===== src/rtl/intv_cart_loader.sv =====
`default_nettype none
// ============================================================================
// Module   : intv_cart_loader
// Brief    : Packs the HPS ioctl byte stream into big-endian 16-bit cartridge
//            words, buffers them and writes them to cart ROM memory.
//            Optional checksum/rom_empty outputs: INTV_LOADER_CHECKSUM_EN
// Revision : 1.0 - initial release
// ============================================================================
module intv_cart_loader #(
    parameter int FILE_INDEX = 0,
    parameter int DEPTH      = 8,
    parameter int ADDR_W     = 16
) (
    input  logic              clk_sys,
    input  logic              reset_n,
    input  logic              ioctl_download,
    input  logic [7:0]        ioctl_index,
    input  logic              ioctl_wr,
    input  logic [24:0]       ioctl_addr,
    input  logic [7:0]        ioctl_dout,
    output logic              ioctl_wait,
    output logic [ADDR_W-1:0] mem_addr,
    output logic [15:0]       mem_data,
    output logic              mem_we,
    input  logic              mem_ready,
    output logic              loading,
    output logic              load_done,
`ifdef INTV_LOADER_CHECKSUM_EN
    output logic [15:0]       checksum,
    output logic              rom_empty,
`endif
    output logic [16:0]       rom_words
);

    localparam int             PTR_W       = $clog2(DEPTH);
    localparam int             ENT_W       = ADDR_W + 16;
    localparam logic [5:0]     C_FILE_IDX  = 6'(FILE_INDEX);
    localparam logic [PTR_W:0] C_FULL      = (PTR_W+1)'(DEPTH);
    localparam logic [PTR_W:0] C_WAIT_LVL  = (PTR_W+1)'(DEPTH - 2);
    localparam logic [16:0]    C_WORDS_MAX = 17'h1FFFF;

    typedef enum logic [1:0] {
        S_IDLE  = 2'd0,
        S_LOAD  = 2'd1,
        S_FLUSH = 2'd2,
        S_DONE  = 2'd3
    } state_t;

    state_t            r_state_q,      w_state_d;
    logic              r_sel_q;
    logic              r_start_pend_q, w_start_pend_d;
    logic              r_pend_q,       w_pend_d;
    logic [ADDR_W-1:0] r_pend_addr_q,  w_pend_addr_d;
    logic [7:0]        r_hi_q,         w_hi_d;
    logic              r_overflow_q,   w_overflow_d;
    logic [PTR_W-1:0]  r_wr_ptr_q,     w_wr_ptr_d;
    logic [PTR_W-1:0]  r_rd_ptr_q,     w_rd_ptr_d;
    logic [PTR_W:0]    r_count_q,      w_count_d;
    logic              r_mem_we_q,     w_mem_we_d;
    logic [ADDR_W-1:0] r_mem_addr_q,   w_mem_addr_d;
    logic [15:0]       r_mem_data_q,   w_mem_data_d;
    logic              r_wait_q,       w_wait_d;
    logic [16:0]       r_rom_words_q,  w_rom_words_d;
    logic [ENT_W-1:0]  r_fifo_q [DEPTH];

    logic              w_sel, w_full, w_empty, w_push, w_pop, w_xfer, w_start;
    logic [ENT_W-1:0]  w_push_data;
    logic [ADDR_W-1:0] w_byte_addr;
    logic              w_unused;

    assign w_unused = ^{ioctl_index[7:6], ioctl_addr[24:ADDR_W+1]};

    always_comb begin
        w_sel       = ioctl_download && (ioctl_index[5:0] == C_FILE_IDX);
        w_full      = (r_count_q == C_FULL);
        w_empty     = (r_count_q == '0);
        w_xfer      = r_mem_we_q && mem_ready;
        w_pop       = !w_empty && (!r_mem_we_q || mem_ready);
        w_byte_addr = ioctl_addr[ADDR_W:1];
        // A rising edge seen during DONE is remembered and taken here.
        w_start     = (r_state_q == S_IDLE) && ((w_sel && !r_sel_q) || r_start_pend_q);
    end

    always_comb begin
        w_state_d      = r_state_q;
        w_start_pend_d = r_start_pend_q;
        w_pend_d       = r_pend_q;
        w_pend_addr_d  = r_pend_addr_q;
        w_hi_d         = r_hi_q;
        w_overflow_d   = r_overflow_q;
        w_push         = 1'b0;
        w_push_data    = '0;
        unique case (r_state_q)
            S_IDLE: begin
                if (w_start) begin
                    w_state_d      = S_LOAD;
                    w_start_pend_d = 1'b0;
                    w_overflow_d   = 1'b0;
                end
            end
            S_LOAD: begin
                if (!w_sel) begin
                    w_state_d = S_FLUSH;
                end else if (ioctl_wr) begin
                    if (w_full) begin
                        w_overflow_d = 1'b1;
                    end else if (!ioctl_addr[0]) begin
                        w_push        = r_pend_q;
                        w_push_data   = {r_pend_addr_q, r_hi_q, 8'h00};
                        w_hi_d        = ioctl_dout;
                        w_pend_addr_d = w_byte_addr;
                        w_pend_d      = 1'b1;
                    end else begin
                        w_push = 1'b1;
                        if (r_pend_q && (r_pend_addr_q == w_byte_addr)) begin
                            w_push_data = {w_byte_addr, r_hi_q, ioctl_dout};
                        end else begin
                            w_push_data = {w_byte_addr, 8'h00, ioctl_dout};
                        end
                        w_pend_d = 1'b0;
                    end
                end
            end
            S_FLUSH: begin
                if (r_pend_q) begin
                    if (!w_full) begin
                        w_push      = 1'b1;
                        w_push_data = {r_pend_addr_q, r_hi_q, 8'h00};
                        w_pend_d    = 1'b0;
                    end
                end else if (w_empty && !r_mem_we_q) begin
                    w_state_d = S_DONE;
                end
            end
            S_DONE: begin
                w_state_d = S_IDLE;
                if (w_sel && !r_sel_q) begin
                    w_start_pend_d = 1'b1;
                end
            end
            default: w_state_d = S_IDLE;
        endcase
    end

    always_comb begin
        w_wr_ptr_d    = r_wr_ptr_q;
        w_rd_ptr_d    = r_rd_ptr_q;
        w_count_d     = r_count_q;
        w_mem_we_d    = r_mem_we_q;
        w_mem_addr_d  = r_mem_addr_q;
        w_mem_data_d  = r_mem_data_q;
        w_rom_words_d = r_rom_words_q;
        if (w_push) begin
            w_wr_ptr_d = r_wr_ptr_q + PTR_W'(1);
        end
        if (w_pop) begin
            w_rd_ptr_d = r_rd_ptr_q + PTR_W'(1);
        end
        if (w_push && !w_pop) begin
            w_count_d = r_count_q + (PTR_W+1)'(1);
        end else if (!w_push && w_pop) begin
            w_count_d = r_count_q - (PTR_W+1)'(1);
        end
        // The output register is refilled whenever it is empty or being accepted.
        if (w_pop) begin
            w_mem_we_d                   = 1'b1;
            {w_mem_addr_d, w_mem_data_d} = r_fifo_q[r_rd_ptr_q];
        end else if (w_xfer) begin
            w_mem_we_d = 1'b0;
        end
        if (w_start) begin
            w_rom_words_d = '0;
        end else if (w_xfer && (r_rom_words_q != C_WORDS_MAX)) begin
            w_rom_words_d = r_rom_words_q + 17'd1;
        end
        w_wait_d = ((w_state_d == S_LOAD) || (w_state_d == S_FLUSH)) &&
                   (w_count_d >= C_WAIT_LVL);
    end

    always_ff @(posedge clk_sys) begin
        if (!reset_n) begin
            r_state_q      <= S_IDLE;
            r_sel_q        <= 1'b0;
            r_start_pend_q <= 1'b0;
            r_pend_q       <= 1'b0;
            r_pend_addr_q  <= '0;
            r_hi_q         <= '0;
            r_overflow_q   <= 1'b0;
            r_wr_ptr_q     <= '0;
            r_rd_ptr_q     <= '0;
            r_count_q      <= '0;
            r_mem_we_q     <= 1'b0;
            r_mem_addr_q   <= '0;
            r_mem_data_q   <= '0;
            r_wait_q       <= 1'b0;
            r_rom_words_q  <= '0;
        end else begin
            r_state_q      <= w_state_d;
            r_sel_q        <= w_sel;
            r_start_pend_q <= w_start_pend_d;
            r_pend_q       <= w_pend_d;
            r_pend_addr_q  <= w_pend_addr_d;
            r_hi_q         <= w_hi_d;
            r_overflow_q   <= w_overflow_d;
            r_wr_ptr_q     <= w_wr_ptr_d;
            r_rd_ptr_q     <= w_rd_ptr_d;
            r_count_q      <= w_count_d;
            r_mem_we_q     <= w_mem_we_d;
            r_mem_addr_q   <= w_mem_addr_d;
            r_mem_data_q   <= w_mem_data_d;
            r_wait_q       <= w_wait_d;
            r_rom_words_q  <= w_rom_words_d;
        end
    end

    always_ff @(posedge clk_sys) begin
        if (w_push) begin
            r_fifo_q[r_wr_ptr_q] <= w_push_data;
        end
    end

`ifdef INTV_LOADER_CHECKSUM_EN
    logic [15:0] r_checksum_q,  w_checksum_d;
    logic        r_rom_empty_q, w_rom_empty_d;

    always_comb begin
        w_checksum_d  = r_checksum_q;
        w_rom_empty_d = r_rom_empty_q;
        if (w_start) begin
            w_checksum_d  = '0;
            w_rom_empty_d = 1'b0;
        end else begin
            if (w_xfer) begin
                w_checksum_d = r_checksum_q + r_mem_data_q;
            end
            if ((r_state_q == S_FLUSH) && (w_state_d == S_DONE)) begin
                w_rom_empty_d = (r_rom_words_q == '0);
            end
        end
    end

    always_ff @(posedge clk_sys) begin
        if (!reset_n) begin
            r_checksum_q  <= '0;
            r_rom_empty_q <= 1'b0;
        end else begin
            r_checksum_q  <= w_checksum_d;
            r_rom_empty_q <= w_rom_empty_d;
        end
    end

    assign checksum  = r_checksum_q;
    assign rom_empty = r_rom_empty_q;
`endif

    assign ioctl_wait = r_wait_q;
    assign mem_addr   = r_mem_addr_q;
    assign mem_data   = r_mem_data_q;
    assign mem_we     = r_mem_we_q;
    assign loading    = (r_state_q == S_LOAD) || (r_state_q == S_FLUSH);
    assign load_done  = (r_state_q == S_DONE);
    assign rom_words  = r_rom_words_q;

endmodule
`default_nettype wire


===== config.mk =====
export PLATFORM = sky130hd
export DESIGN_NAME = intv_cart_loader
export DESIGN_NICKNAME = d
export VERILOG_FILES = /design/src/rtl/intv_cart_loader.sv
export SDC_FILE = /design/constraint.sdc
export NUM_CORES = 1
export LEC_CHECK = 0
export BUFFER_PORTS_ARGS = -buffer_cell sky130_fd_sc_hd__buf_2
export CORE_MARGIN = 4
export CORE_UTILIZATION = 40
export DETAILED_ROUTE_END_ITERATION = 16
export HOLD_SLACK_MARGIN = 0.15
export PLACE_DENSITY = 0.65
export SYNTH_ARGS = -nofsm -noshare
export SYNTH_HDL_FRONTEND = slang
export SYNTH_SLANG_ARGS = --single-unit

===== constraint.sdc =====
create_clock -name clk_sys -period 6 [get_ports clk_sys]
set_clock_uncertainty 0.1 [all_clocks]
set_input_delay 1.2 -clock clk_sys [delete_from_list [all_inputs] [get_ports clk_sys]]
set_output_delay 1.2 -clock clk_sys [all_outputs]
set_load 0.1 [all_outputs]

; Yosys cells after proc, flatten, opt, wreduce, memory -nomap -nowiden
; Memory sizes are Yosys's and may differ from the RTL's. A register that Yosys moved wholly into a read port is not among the register bits.
; Index checks and enable logic that the tools add are counted.
[totals]
ff_bits = 58
ramBits = 256
inputBits = 46
output_inout_bits = 53
word_cells = 102
mem_count = 1
[mem_list]
columns = name, words, word_bits, read_ports, rd_clocked_by_memory_dff, wr, line_no
row1 = r_fifo_q, 8, 32, 1, 1, 1, 64  ; logic [ENT_W-1:0] r_fifo_q [DEPTH];
[classes]
addsub = 5
order_cmp = 1
n_eq_ne = 13
n_mux = 36
bitwise = 3
n_reduce_logical = 31
[op_table]
columns = op, count
row1 = $mux W32, 6
row2 = $pmux W32 S2, 1
row3 = $mux W1, 18
row4 = $add A17 B1 Y17 const B, 1
row5 = $ne A17 B17 Y1 const B, 1
row6 = $eq A16 B16 Y1, 1
row7 = $mux W16, 1
row8 = $logic_and A1 B1 Y1, 11
row9 = $mux W2, 4
row10 = $mux W4, 2
row11 = $ne A2 B2 Y1 const B, 4
row12 = $pmux W2 S4, 1
row13 = $add A3 B1 Y3 const B, 2
row14 = $eq A2 B2 Y1 const B, 3
row15 = $logic_not A1 Y1, 6
row16 = $logic_not A6 Y1, 1
row17 = $pmux W1 S2, 3
row18 = $reduce_bool A2 Y1, 3
row19 = $reduce_and A5 Y1, 1
row20 = $add A4 B1 Y4 const B, 1
row21 = $eq A2 B1 Y1 const B, 2
row22 = $eq A4 B4 Y1 const B, 1
row23 = $ge A4 B3 Y1 const B, 1
row24 = $logic_not A4 Y1, 1
row25 = 8 further kinds, 13

; Depth between registers and ports, before layout
; Gate-level depths: netlist (run 1).
[depth]
depth_word = 11
depth_mapped = 13

; Worst setup path after synthesis (run 1)
; No wires, ideal clock.
[synth_timing]
kind = input-to-reg
start = in ioctl_index[2]
end = mem r_fifo_q[1][0] in the netlist's numbering, enable pin
arrival_time_ns = 5.672
path_slack_ns = -0.285
path_stages = 5
path_cell_list = or4b_4 nand4b_4 a21bo_4 buf_6 nor4b_1
[synth_between]
elab_chain_cells = 6
[synth_rtl]
columns = item, line_no
row1 = from (decl), 17  ; input logic [7:0] ioctl_index,
row2 = $logic_not A6 Y1, 74  ; w_sel = ioctl_download && (ioctl_index[5:0] == C_FILE_IDX);
row3 = $logic_and A1 B1 Y1, 74
row4 = $mux W1, 102  ; if (!w_sel) begin
row5 = $pmux W1 S2, 93  ; unique case (r_state_q)
row6 = $mux W1, 217  ; if (w_push) begin
row7 = $mux W1 (implied by the code), 218  ; r_fifo_q[r_wr_ptr_q] <= w_push_data;
row8 = to (decl), 64
; Every way passes these cells.

; Final worst setup path (run 1)
[layout_timing]
start = in ioctl_index[2]
end = mem r_fifo_q[7][7] in the netlist's numbering, enable pin
; The elaborated chain is that of the path after synthesis.

==> PnR_summary.wiki, run 1 <==
{| class="wikitable"
! Metric !! Value
|-
| CTS hold repair buffers || 0
|-
| Dominant delay contributor by cell family on the critical path || simple AND/OR/NAND/NOR gates
|-
| Kind of capture point of the worst setup path || flip-flop
|-
| Cell type of the slowest stage on the worst timing path || sky130_fd_sc_hd__nor2_4
|-
| Fraction of registers with async set or reset after synthesis || 0%
|-
| Number of buffers between clock root and the deepest sink || 3
|-
| Number of buffers added by the clock tree synthesis step || 37
|-
| Predominant post-synthesis flop cell || sky130_fd_sc_hd__edfxtp_1
|-
| Leak || 6.07 nW
|-
| Final max-slew violation count || 0
|-
| Clock network fraction of design power || 32.1%
|-
| Final cycle utilization of the critical path || 61.2%
|-
| Sequential share of power || 41.2%
|-
| Antenna violations before repair || 3
|-
| Routed via count || approximately 7500
|-
| Clock root cell || sky130_fd_sc_hd__clkbuf_16
|-
| Net switching power figure || 2.34 mW
|-
| Element type at the critical path start || primary input
|-
| Placer congestion estimate || 0.750
|-
| # Post-CTS Setup Buffers || 0
|-
| Setup repair after global routing missed its margin || no
|-
| Kind of path behind the tightest hold check || reg2reg
|-
| Placement Cell Area || 14900 sq um
|-
| Gate Count Post-Synth || 861
|-
| All-layer global routing usage || ~15%
|-
| Total buffers and inverters traversed by the critical path || 3
|-
| Transition time at the pin with the least slew margin || 1100 ps
|-
| Result of the run || completed
|-
| DIE AREA || 37800 sq um
|-
| Internal || 4.45 mW
|-
| Category of the critical setup timing path || in2reg
|-
| Starting density of the core || 40.4%
|-
| Routed len/inst || 19.7 um
|-
| Standard cell core area || 34400 sq um
|-
| Fin Setup TNS || 0 ps
|-
| R2r endpoint || r_fifo_q[7][7]
|-
| Worst Reg-to-Reg Cells || 9
|-
| Combinational share of power || a little over a quarter
|-
| Critical path startpoint || ioctl_index[2]
|-
| Post-DP HPWL || roughly 16 mm
|-
| Syn Area/Cell || 16.1 sq um
|-
| Final design instance area without fill || 16000 sq um
|-
| Die width || 194 um
|-
| Number of nets in the synthesized netlist || around 920
|-
| Routed Wire Length || 28.4 mm
|-
| Peak supply drop || 0.288 mV
|-
| Power density cells || between 400 and 500 nW/um^2
|-
| Count of flip-flops with a built-in enable after synthesis || 256
|-
| Met3 wirelength from detailed routing || 1.28 mm
|-
| First-pass GRT wire length || around 44 mm
|-
| Post-layout net count || between 1000 and 1500
|-
| Number of global-route vias before repair || 7587
|-
| Min-Delay Path Depth || 2
|-
| Largest incremental delay on the critical path || 780 ps
|-
| Hold Path Sink || r_hi_q[7]
|-
| Source-to-sink clock delay at the later pin of the worst-skew pair || approximately 520 ps
|-
| Fmax achieved || 272 MHz
|-
| Summed instance area of the synthesized netlist || 13900 sq um
|-
| Worst Path Max Fanout || 23
|-
| Number of I/O pins || between 90 and 100
|-
| Die extent in y || 194 um
|-
| Number of sinks handled by clock tree synthesis || around 350
|-
| Endpoint required time on the critical path || 6110 ps
|-
| Warnings, synthesis || 0
|-
| Congestion Overflow GR || 0
|-
| Hold Violations, Final || 0
|-
| Startpoint of the worst register-to-register path || r_count_q[0]
|-
| Headroom to the max-slew limit || 26.7%
|-
| Wire length on met1 || 12.5 mm
|-
| Via/cell ratio || 5.20
|-
| Area added between synthesis and finish || 15.4%
|-
| Worst Path Arrival || 3790 ps
|-
| Post-synthesis sequential element count || 346
|-
| Final worst path period need || 3670 ps
|-
| Number of detailed-route iterations in the first pass || 5
|-
| CTS H-tree lvls || 2
|-
| Remaining routing DRC violations || 0
|-
| CTS tree || yes
|-
| 1st-iter DRT viols || 616
|-
| Sequential element share of the synthesized area || 68.3%
|-
| Placement Rows || between 60 and 70
|-
| # port buffers || 88
|-
| Overall power after layout || around 6.8 mW
|-
| Number of cells upsized or downsized after cts || 0
|-
| Number of max-cap violations || 0
|-
| Final Setup Violations || 0
|-
| Chain of cells forming the critical path || buf_2 > or4b_4 > nand4b_4 > a21bo_4 > inv_1 > nand2_1 > nor2_4 > buf_4
|-
| Share of post-route cells with drive strength above 1 || 24.4%
|-
| Clock-pin slew on the worst setup and hold paths || 60 ps
|-
| Synth cell types || 46
|-
| Max Used Layer || met5
|-
| Met2 layer wire length in the routed design || 13.9 mm
|-
| Maximum number of pins on one net before global-route repair || 74
|-
| Hold Startpoint || r_hi_q[7]
|-
| Fraction of power spent switching nets || 34.4%
|-
| Reg2Reg Setup Slack || 2620 ps
|-
| Count of antenna-violating nets left after detailed routing || 0
|}
-- layout by cell type, fill, tap and decap left out, types with 2 or more instances in the layout --
master | Yosys | final
sky130_fd_sc_hd__a21boi_0 | 26 | 26
sky130_fd_sc_hd__a21oi_1 | 2 | 2
sky130_fd_sc_hd__a22oi_1 | 17 | 17
sky130_fd_sc_hd__and2_1 | 17 | 17
sky130_fd_sc_hd__and3_1 | 10 | 10
sky130_fd_sc_hd__buf_2 | 10 | 88
sky130_fd_sc_hd__buf_4 | 1 | 15
sky130_fd_sc_hd__clkbuf_1 | 27 | 13
sky130_fd_sc_hd__clkbuf_16 | 0 | 39
sky130_fd_sc_hd__clkbuf_8 | 1 | 3
sky130_fd_sc_hd__clkinv_1 | 0 | 4
sky130_fd_sc_hd__clkinv_2 | 0 | 6
sky130_fd_sc_hd__dfxtp_1 | 90 | 87
sky130_fd_sc_hd__dfxtp_2 | 0 | 2
sky130_fd_sc_hd__edfxtp_1 | 256 | 256
sky130_fd_sc_hd__ha_1 | 11 | 11
sky130_fd_sc_hd__inv_1 | 7 | 7
sky130_fd_sc_hd__mux2i_1 | 38 | 38
sky130_fd_sc_hd__mux4_2 | 64 | 64
sky130_fd_sc_hd__nand2_1 | 101 | 101
sky130_fd_sc_hd__nand2b_1 | 2 | 2
sky130_fd_sc_hd__nand3_1 | 9 | 9
sky130_fd_sc_hd__nand4_1 | 6 | 6
sky130_fd_sc_hd__nor2_1 | 29 | 27
sky130_fd_sc_hd__nor2_4 | 0 | 2
sky130_fd_sc_hd__nor2b_1 | 18 | 18
sky130_fd_sc_hd__nor3_1 | 7 | 5
sky130_fd_sc_hd__nor3_2 | 0 | 2
sky130_fd_sc_hd__nor3b_2 | 0 | 2
sky130_fd_sc_hd__nor4_1 | 5 | 4
sky130_fd_sc_hd__nor4b_2 | 0 | 2
sky130_fd_sc_hd__o211a_1 | 34 | 34
sky130_fd_sc_hd__o21a_1 | 3 | 3
sky130_fd_sc_hd__o21ai_0 | 3 | 3
sky130_fd_sc_hd__xnor2_1 | 16 | 16
sky130_fd_sc_hd__xor2_1 | 24 | 24
-- synth_stat cells, types with 18 or more instances --
cell                       count  area, sq um
sky130_fd_sc_hd__o211a_1      34          340
sky130_fd_sc_hd__mux4_2       64         1440
sky130_fd_sc_hd__clkbuf_1     27          101
sky130_fd_sc_hd__nor2_1       29          109
sky130_fd_sc_hd__nor2b_1      18          113
sky130_fd_sc_hd__mux2i_1      38          380
sky130_fd_sc_hd__dfxtp_1      90         1800
sky130_fd_sc_hd__a21boi_0     26          195
sky130_fd_sc_hd__xor2_1       24          210
sky130_fd_sc_hd__nand2_1     101          379
sky130_fd_sc_hd__edfxtp_1    256         7690
-- worst reg2reg max path: stages (launching register included) --
cell and delay [ps]:
sky130_fd_sc_hd__dfxtp_1 380, sky130_fd_sc_hd__inv_1 90, sky130_fd_sc_hd__ha_1 240, sky130_fd_sc_hd__nand3b_1 220
sky130_fd_sc_hd__nand3_1 270, sky130_fd_sc_hd__a21bo_4 350, sky130_fd_sc_hd__inv_1 120, sky130_fd_sc_hd__nand2_1 170
sky130_fd_sc_hd__nor2_4 780, sky130_fd_sc_hd__buf_4 360
-- through the flow --
| step | cells | setup slack, ps | hold WS (ps) | util, % |
|---|---|---|---|---|
| 3_3_place_gp | 1372 | 1760 | 351 | 43.3 |
| 6_report | 1441 | 2330 | 362 | 46.7 |
| 2_1_floorplan | 861 | -285 | 339 | - |
| 4_1_cts | 1440 | 2270 | 367 | 46.7 |
| 5_1_grt | 1440 | 2190 | 387 | 46.7 |
| 3_5_place_dp | 1372 | 1730 | 358 | 43.3 |
-- sequential cells by signal, indices dropped and copies added, names as in the netlist --
name            count
r_start_pend_q      1
r_fifo_q          256
r_wr_ptr_q          3
r_pend_q            1
r_sel_q             1
r_state_q           2
r_hi_q              8
r_pend_addr_q      16
mem_data           16
r_count_q           4
r_rd_ptr_q          3
rom_words          17
ioctl_wait          1
mem_addr           16
mem_we              1
-- power by group through the flow --
stage	clock, mW	sequential, mW	combinational [mW]
floorplan	0	3.51	0.844
global placement	0	2.85	1.84
finish	2.18	2.80	1.82
global route	2.34	2.82	1.94
CTS	2.23	2.80	1.85
detailed placement	0	2.85	1.85
-- kinds of logic (layout without fill, tap and decap cells) --
group | after synthesis | count (layout) | share of synthesized area [%]
other cells | 0 | 1 | 0
flops | 346 | 346 | 68.3
mux | 102 | 102 | 13.1
compound gates | 89 | 89 | 5.42
xor+xnor | 40 | 40 | 2.52
fa+ha+maj | 11 | 11 | 0.990
buf+inv | 55 | 179 | 1.89
simple gates | 218 | 218 | 7.81
-- final cells by class --
cell class                      count  area [sq um]
Clock buffer                       55          1070
Clock inverter                     13           111
Fill cell                        2987         18300
Antenna cell                        1          2.50
Inverter                            7          26.3
Multi-Input combinational cell    460          4200
Sequential cell                   346          9500
Timing Repair Buffer              104           573
Tap cell                          455           569
-- worst max-delay path by stage --
stage | to | slack, ps | depth (start not counted)
finish | r_fifo_q[7][7] | 2330 | 8
global placement | r_fifo_q[7][0] | 1760 | 8
floorplan | r_fifo_q[1][0] | -290 | 5
detailed placement | r_fifo_q[7][2] | 1730 | 8
CTS | r_fifo_q[7][2] | 2270 | 8
global route | r_fifo_q[7][1] | 2190 | 8
-- per-layer routing --
metal  global-route usage (%)  vias to the layer above
li1                         -                     3484
met1                     20.5                     3762
met2                     24.8                      184
met3                     2.69                       52
met4                     3.62                        4
met5                        0                        -
Power figures use the tool's default switching activity.
==> run 2, diff against run 1 <==
--- a/config.mk
+++ b/config.mk
@@ -5,6 +5,7 @@
 export SDC_FILE = /design/constraint.sdc
 export NUM_CORES = 1
 export LEC_CHECK = 0
+export ABC_AREA = 1
 export BUFFER_PORTS_ARGS = -buffer_cell sky130_fd_sc_hd__buf_2
 export CORE_MARGIN = 4
 export CORE_UTILIZATION = 40
==> constraint.sdc (replaced) <==
create_clock -name clk_sys -period 3.1 [get_ports clk_sys]
set_clock_uncertainty 0.1 [all_clocks]
set_input_delay 0.62 -clock clk_sys [delete_from_list [all_inputs] [get_ports clk_sys]]
set_output_delay 0.62 -clock clk_sys [all_outputs]
set_load 0.1 [all_outputs]
==> PnR_summary.wiki, run 2 <==
{| class="wikitable"
! Metric !! Value
|-
| Count leader, synth || sky130_fd_sc_hd__edfxtp_1
|-
| Chain of cells forming the critical path || inv_1 > ha_1 > nand3_2 > inv_2 > nor3_2 > inv_2 > nor2_8 > inv_4 > nand2_8 > inv_2 > nand2_4 > nand2_1 > nor2_1
|-
| Fraction of registers with async set or reset after synthesis || 0% (unchanged)
|-
| Number of buffers added by the clock tree synthesis step || 37 (unchanged)
|-
| Summed instance area of the synthesized netlist || 14100 sq um (+1.2%)
|-
| Final Setup Violations || 0 (unchanged)
|-
| # port buffers || 88 (unchanged)
|-
| Syn Area/Cell || 11.1 sq um (-31%)
|-
| Maximum number of pins on one net before global-route repair || 132 (+78%)
|-
| Clock-pin slew on the worst setup and hold paths || 60 ps (about the same)
|-
| Clock root cell || sky130_fd_sc_hd__clkbuf_16
|-
| # Post-CTS Setup Buffers || 0 (unchanged)
|-
| Die width || 196 um (+0.56%)
|-
| R2r endpoint || r_fifo_q[1][9]
|-
| CTS H-tree lvls || 2 (unchanged)
|-
| Number of flip-flops in the largest register || 256 (unchanged)
|-
| First-pass GRT wire length || 50.7 mm (+15%)
|-
| Worst Reg-to-Reg Cells || 13 (+4)
|-
| Number of buffers between clock root and the deepest sink || 3 (unchanged)
|-
| Commonest cells after routing, fill and taps aside || 256 x sky130_fd_sc_hd__edfxtp_1, 219 x sky130_fd_sc_hd__o21ai_0, 212 x sky130_fd_sc_hd__nor2_1
|-
| Final worst path period need || 2710 ps
|-
| Number of I/O pins || 99 (unchanged)
|-
| Worst Path Arrival || 2860 ps (-930 ps)
|-
| Setup repair after global routing missed its margin || no
|-
| Kind of path behind the tightest hold check || in2reg
|-
| Placement Rows || 68 (unchanged)
|-
| Power density cells || 868 nW/um^2 (+110%)
|-
| CTS hold repair buffers || 0 (unchanged)
|-
| Top cells by area, synth || sky130_fd_sc_hd__edfxtp_1 55%, sky130_fd_sc_hd__dfxtp_1 13%, sky130_fd_sc_hd__o21ai_0 7.8%, sky130_fd_sc_hd__nor2_1 5.8%, sky130_fd_sc_hd__nand2_1 2.7%
|-
| # diodes || 0 (-1)
|-
| Reg2Reg Setup Slack || 390 ps (-2230 ps)
|-
| Number of global-route vias before repair || 9275 (+22%)
|-
| Sequential element share of the synthesized area || 67.5% (-0.80 points)
|-
| Cell type of the slowest stage on the worst timing path || sky130_fd_sc_hd__dfxtp_1
|-
| Starting density of the core || 40.6% (+0.18 points)
|-
| Headroom to the max-slew limit || 45.3% (+19 points)
|-
| Warnings, synthesis || 0 (unchanged)
|-
| Post-synthesis sequential element count || 346 (unchanged)
|-
| Antenna violations before repair || 2 (-1)
|-
| Post-synth top cells || 256 x sky130_fd_sc_hd__edfxtp_1, 219 x sky130_fd_sc_hd__o21ai_0, 218 x sky130_fd_sc_hd__nor2_1
|-
| Via/cell ratio || 5.25 (+1.1%)
|-
| Placer congestion estimate || 0.802 (+7.0%)
|-
| Post-layout net count || 1397 (+38%)
|-
| Synth cell types || 39 (-15%)
|-
| Transition time at the pin with the least slew margin || 820 ps (-277 ps)
|-
| Utilization after layout || 47.1% (+0.45 points)
|-
| Worst Path Max Fanout || 26 (+13%)
|-
| Cell type with the highest aggregate area in the netlist || sky130_fd_sc_hd__edfxtp_1
|-
| Critical path startpoint || r_count_q[0]
|-
| Area added between synthesis and finish || 16.1%
|-
| Number of max-cap violations || 0 (unchanged)
|-
| Count of antenna-violating nets left after detailed routing || 0 (unchanged)
|-
| Number of sinks handled by clock tree synthesis || 346 (unchanged)
|-
| Remaining routing DRC violations || 0 (unchanged)
|-
| CTS tree || yes
|-
| Startpoint of the worst register-to-register path || r_count_q[0]
|-
| Standard cell core area || 34600 sq um (+0.74%)
|-
| Fin Setup TNS || 0 ps (unchanged)
|-
| Critical Path Most Common Cell || sky130_fd_sc_hd__inv_2
|-
| Hold Violations, Final || 0 (unchanged)
|-
| Peak supply drop || 0.615 mV (+110%)
|-
| Largest incremental delay on the critical path || 430 ps (-350 ps)
|-
| Source-to-sink clock delay at the later pin of the worst-skew pair || 530 ps (about the same)
|-
| All-layer global routing usage || 16.5% (+1.6 points)
|-
| Commonest non-fill, non-tap cell in the layout || sky130_fd_sc_hd__edfxtp_1
|-
| CP endpoint || r_fifo_q[1][9]
|-
| Leak || 6.14 nW (+1.2%)
|-
| Gate Count Post-Synth || 1263 (+47%)
|-
| DIE AREA || 38200 sq um (+1.1%)
|-
| Die extent in y || 196 um (+0.56%)
|-
| Congestion Overflow GR || 0 (unchanged)
|-
| Post-synth top area share || 54.7% (-0.64 points)
|-
| 1st-iter DRT viols || 772 (+25%)
|-
| Kind of capture point of the worst setup path || flip-flop
|-
| Number of nets in the synthesized netlist || 1320 (+44%)
|-
| Endpoint required time on the critical path || 3250 ps (-2860 ps)
|-
| Element type at the critical path start || flip-flop
|-
| Fmax achieved || 369 MHz
|-
| Largest register by flop count || r_fifo_q
|-
| Post-DP HPWL || 18.1 mm (+12%)
|-
| Routed Wire Length || 32.5 mm (+15%)
|-
| Routed len/inst || 17.8 um (-9.4%)
|-
| Share of post-route cells with drive strength above 1 || 16.7% (-7.6 points)
|-
| Final cycle utilization of the critical path || 87.3%
|-
| Predominant post-synthesis flop cell || sky130_fd_sc_hd__edfxtp_1
|-
| Number of cells upsized or downsized after cts || 0 (unchanged)
|-
| Routed via count || 9583 (+28%)
|-
| Count of flip-flops with a built-in enable after synthesis || 256 (unchanged)
|-
| Result of the run || completed
|-
| Category of the critical setup timing path || reg2reg
|-
| Final max-slew violation count || 0 (unchanged)
|-
| Number of detailed-route iterations in the first pass || 6 (+1)
|}
==> run 2: cell count changes in the layout (fill, tap and decap cells not counted), moves of 16 or more <==
| cell | previous run | this run |
|---|---|---|
| sky130_fd_sc_hd__mux2i_1 | 38 | 0 |
| sky130_fd_sc_hd__mux4_2 | 64 | 0 |
| sky130_fd_sc_hd__inv_1 | 7 | 50 |
| sky130_fd_sc_hd__a21boi_0 | 26 | 0 |
| sky130_fd_sc_hd__xor2_1 | 24 | 8 |
| sky130_fd_sc_hd__nor2b_1 | 18 | 0 |
| sky130_fd_sc_hd__o22ai_1 | 1 | 35 |
| sky130_fd_sc_hd__a21oi_1 | 2 | 65 |
| sky130_fd_sc_hd__o21ai_0 | 3 | 219 |
| sky130_fd_sc_hd__o221ai_1 | 0 | 32 |
| sky130_fd_sc_hd__and2_1 | 17 | 0 |
| sky130_fd_sc_hd__o211a_1 | 34 | 0 |
| sky130_fd_sc_hd__a22oi_1 | 17 | 0 |
| sky130_fd_sc_hd__nor2_1 | 27 | 212 |
==> run 2: how the worst min path moves through the flow <==
stage	slack, ps	end	start	cells past startpoint
floorplan	360	r_wr_ptr_q[0]	r_wr_ptr_q[0]	2
global placement	380	r_wr_ptr_q[0]	r_wr_ptr_q[0]	2
detailed placement	380	rom_words[3]	rom_words[3]	1
CTS	250	r_hi_q[5]	ioctl_dout[5]	3
global route	290	r_hi_q[1]	ioctl_dout[1]	3
finish	270	r_hi_q[1]	ioctl_dout[1]	3
==> run 2: area by class of cell <==
type	instances	area [sq um]
multi-input combinational	787	4120
fill	3099	18300
timing repair buffer	111	726
tap	455	569
clock buffer	49	1000
clock inverter	19	196
sequential	346	9500
inverter	57	218
==> run 2: power by group <==
part | internal (mW) | switching (mW)
registers | 5.17 | 0.158
logic | 0.986 | 3.55
clock network | 2.54 | 1.76
==> run 2: metal layers <==
layer  up-vias  share of wire, %  GRT usage (%)
met4         4               1.6           3.90
li1       4667                 -              -
met3        44               5.3           2.95
met5         -             0.061              0
met2       262                47           27.5
met1      4606                46           22.6
==> run 2: kinds of logic (layout without fill, tap and decap cells) <==
group,after synthesis,after routing,synth area share [%]
XOR/XNOR,17,17,1.06
AO/OA/AOI/OAI,376,376,15.1
buffers and inverters,130,236,3.75
adder cells (fa/ha/maj),11,11,0.979
flip-flops,346,346,67.5
AND/OR/NAND/NOR,383,383,11.6
==> run 2: worst max-delay path, delay by kind of cell (launching register included) <==
| kind | cells | cell delay, ps |
|---|---|---|
| DFF | 1 | 430 |
| adders and majority gates | 1 | 250 |
| and+or+nand+nor | 7 | 1210 |
| buffers and inverters | 5 | 440 |
==> run 2: through the flow <==
step	instance area [sq um]	setup WS (ps)	power, mW	std cells	hold WS (ps)
6_report	16300	393	14.2	1824	271
2_1_floorplan	14100	111	8.99	1263	363
3_5_place_dp	15100	245	9.97	1756	378
5_1_grt	16300	182	14.8	1824	293
3_3_place_gp	15100	292	9.90	1756	377
4_1_cts	16300	365	14.3	1824	245
==> run 3, diff against run 2 <==
--- a/config.mk
+++ b/config.mk
@@ -11,7 +11,7 @@
 export CORE_UTILIZATION = 40
 export DETAILED_ROUTE_END_ITERATION = 16
 export HOLD_SLACK_MARGIN = 0.15
-export PLACE_DENSITY = 0.65
+export PLACE_DENSITY = 0.63
 export SYNTH_ARGS = -nofsm -noshare
 export SYNTH_HDL_FRONTEND = slang
 export SYNTH_SLANG_ARGS = --single-unit
==> constraint.sdc (replaced) <==
create_clock -name clk_sys -period 2.95 [get_ports clk_sys]
set_clock_uncertainty 0.1 [all_clocks]
set_input_delay 0.59 -clock clk_sys [delete_from_list [all_inputs] [get_ports clk_sys]]
set_output_delay 0.59 -clock clk_sys [all_outputs]
set_load 0.1 [all_outputs]
==> PnR_summary.wiki, run 3 (synthesized netlist as in run 2, its figures left out) <==
{| class="wikitable"
! Metric !! Value
|-
| Internal || 9.18 mW (+5.5%)
|-
| Number of global-route vias before repair || 9293 (+0.19%)
|-
| Combinational share of power || 31.9% (about the same)
|-
| Startpoint of the worst register-to-register path || r_count_q[0]
|-
| Die extent in y || 196 um (unchanged)
|-
| Die width || 196 um (unchanged)
|-
| Transition time at the pin with the least slew margin || 710 ps (-111 ps)
|-
| Remaining routing DRC violations || 0 (unchanged)
|-
| Category of the critical setup timing path || reg2out
|-
| Post-layout net count || 1406 (+0.64%)
|-
| Min-Delay Path Depth || 3 (unchanged)
|-
| Final Setup Violations || 0 (unchanged)
|-
| Sequential share of power || 37.6% (about the same)
|-
| Number of detailed-route iterations in the first pass || 5 (-1)
|-
| Routed via count || 9571 (-0.13%)
|-
| Number of cells upsized or downsized after cts || 0 (unchanged)
|-
| Number of flip-flops in the largest register || 256 (unchanged)
|-
| Critical path startpoint || r_state_q[0]
|-
| 1st-iter DRT viols || 705 (-8.7%)
|-
| Headroom to the max-slew limit || 52.7% (+7.4 points)
|-
| Hold Violations, Final || 0 (unchanged)
|-
| Worst Path Arrival || 1950 ps (-910 ps)
|-
| Final worst path period need || 2640 ps
|-
| Clock network fraction of design power || 30.4% (about the same)
|-
| Fraction of power spent switching nets || 38.4% (-0.19 points)
|-
| Power density cells || 905 nW/um^2 (+4.3%)
|-
| Final max-slew violation count || 0 (unchanged)
|-
| Routed len/inst || 17.7 um (-0.69%)
|-
| # diodes || 0 (unchanged)
|-
| Area added between synthesis and finish || 17.1%
|-
| Antenna violations before repair || 0 (-2)
|-
| Register area || 9500 sq um (unchanged)
|-
| Setup repair after global routing missed its margin || no
|-
| Share of post-route cells with drive strength above 1 || 17.4% (+0.63 points)
|-
| Endpoint required time on the critical path || 2260 ps (-990 ps)
|-
| CTS H-tree lvls || 2 (unchanged)
|-
| # Post-CTS Setup Buffers || 0 (unchanged)
|-
| Leak || 6.21 nW (+1.1%)
|-
| Peak supply drop || 0.619 mV (+0.74%)
|-
| Number of sinks handled by clock tree synthesis || 346 (unchanged)
|-
| # port buffers || 88 (unchanged)
|-
| R2r endpoint || r_fifo_q[7][25]
|-
| CTS tree || yes
|-
| Post-DP HPWL || 19.0 mm (+4.9%)
|-
| DIE AREA || 38200 sq um (unchanged)
|-
| Placer congestion estimate || 0.801 (-0.12%)
|-
| Source-to-sink clock delay at the later pin of the worst-skew pair || 530 ps (about the same)
|-
| Maximum number of pins on one net before global-route repair || 132 (unchanged)
|-
| Kind of path behind the tightest hold check || in2reg
|-
| Placement Rows || 68 (unchanged)
|-
| Standard cell core area || 34600 sq um (unchanged)
|-
| Fin Setup TNS || 0 ps (unchanged)
|-
| Kind of capture point of the worst setup path || primary output
|-
| Clock root cell || sky130_fd_sc_hd__clkbuf_16
|-
| Routed Wire Length || 32.4 mm (-0.25%)
|-
| Final cycle utilization of the critical path || between 80% and 90%
|-
| CTS hold repair buffers || 0 (unchanged)
|-
| First-pass GRT wire length || 50.7 mm (-0.12%)
|-
| Result of the run || completed
|-
| Commonest cells after routing, fill and taps aside || 256 x sky130_fd_sc_hd__edfxtp_1, 219 x sky130_fd_sc_hd__o21ai_0, 212 x sky130_fd_sc_hd__nor2_1
|-
| Number of max-cap violations || 0 (unchanged)
|-
| Starting density of the core || 40.6% (unchanged)
|-
| Worst Reg-to-Reg Cells || 10 (-3)
|-
| Number of inserted filler cells in the final layout || 3161 (+2.0%)
|-
| Fmax achieved || 379 MHz
|-
| Overall power after layout || 14.9 mW (+5.2%)
|-
| Footprint of the multi-input gates || 4130 sq um (+0.24%)
|-
| Via/cell ratio || 5.22 (-0.56%)
|-
| Number of I/O pins || 99 (unchanged)
|-
| Element type at the critical path start || flip-flop
|-
| Commonest non-fill, non-tap cell in the layout || sky130_fd_sc_hd__edfxtp_1
|-
| Number of buffers added by the clock tree synthesis step || 37 (unchanged)
|-
| All-layer global routing usage || 16.6% (+0.093 points)
|-
| Net switching power figure || 5.72 mW (+4.7%)
|-
| Largest register by flop count || r_fifo_q
|-
| Clock-pin slew on the worst setup and hold paths || 60 ps (about the same)
|-
| Reg2Reg Setup Slack || 380 ps (about the same)
|-
| Number of buffers between clock root and the deepest sink || 3 (unchanged)
|-
| Hold Startpoint || ioctl_addr[11]
|-
| Worst Path Max Fanout || 13 (-50%)
|-
| Congestion Overflow GR || 0 (unchanged)
|-
| Count of antenna-violating nets left after detailed routing || 0 (unchanged)
|-
| Hold Path Sink || r_pend_addr_q[10]
|}
[run 3: changes by cell type in the layout (fill, tap and decap cells not counted), moves of 2 or more]
cell / before / now
sky130_fd_sc_hd__buf_12: 9 / 14
sky130_fd_sc_hd__buf_4: 14 / 18
sky130_fd_sc_hd__clkbuf_1: 9 / 11
sky130_fd_sc_hd__clkbuf_8: 3 / 7
sky130_fd_sc_hd__clkinv_1: 5 / 1
sky130_fd_sc_hd__clkinv_2: 7 / 5
[run 3: area by class of cell]
cell class | instances | share of cell area (%)
inverters | 57 | 1.32
multi-input cells | 787 | 25.1
clock inverters | 12 | 0.851
repair buffers | 120 | 5.20
well taps | 455 | 3.46
clock buffers | 55 | 6.46
flip-flops and latches | 346 | 57.7
[run 3: power by group through the flow]
stage / combinational, mW / clock (mW) / sequential, mW
6_report: 4.76 / 4.54 / 5.60
5_1_grt: 5.18 / 4.85 / 5.64
4_1_cts: 4.81 / 4.63 / 5.61
3_5_place_dp: 4.80 / 0 / 5.71
3_3_place_gp: 4.73 / 0 / 5.70
2_1_floorplan: 2.15 / 0 / 7.31
[run 3: layer usage]
metal  wire [um]  vias to the layer above  share of wire [%]  track usage [%]
met1       14800                     4600                 46             23.0
met4         591                        0                1.8             3.96
met5           0                        -                  0                0
met3        1760                       53                5.4             2.64
met2       15300                      233                 47             27.5
li1            -                     4685                  -                -
[run 3: critical path, cell delays in order, from the launching register on]
cell                      delay (ps)
sky130_fd_sc_hd__dfxtp_1         400
sky130_fd_sc_hd__inv_1           140
sky130_fd_sc_hd__ha_4            420
sky130_fd_sc_hd__buf_2           470
[run 3: worst max-delay path by stage]
stage                           end  slack, ps  cells after the start
CTS                         loading        300                      3
finish                      loading        310                      3
global placement    r_fifo_q[7][25]        280                     11
floorplan             rom_words[13]         10                     13
global route        r_fifo_q[3][26]        190                     12
detailed placement  r_fifo_q[7][25]        190                     11
[run 3: stage by stage]
| step | util, % | instance area [sq um] | cells | hold WS [ps] | worst slack [ps] |
|---|---|---|---|---|---|
| floorplan | - | 14100 | 1263 | 363 | 11.3 |
| global placement | 44.1 | 15300 | 1765 | 367 | 282 |
| detailed placement | 44.1 | 15300 | 1765 | 382 | 191 |
| CTS | 47.6 | 16500 | 1832 | 228 | 303 |
| global route | 47.6 | 16500 | 1832 | 252 | 193 |
| finish | 47.6 | 16500 | 1832 | 249 | 309 |
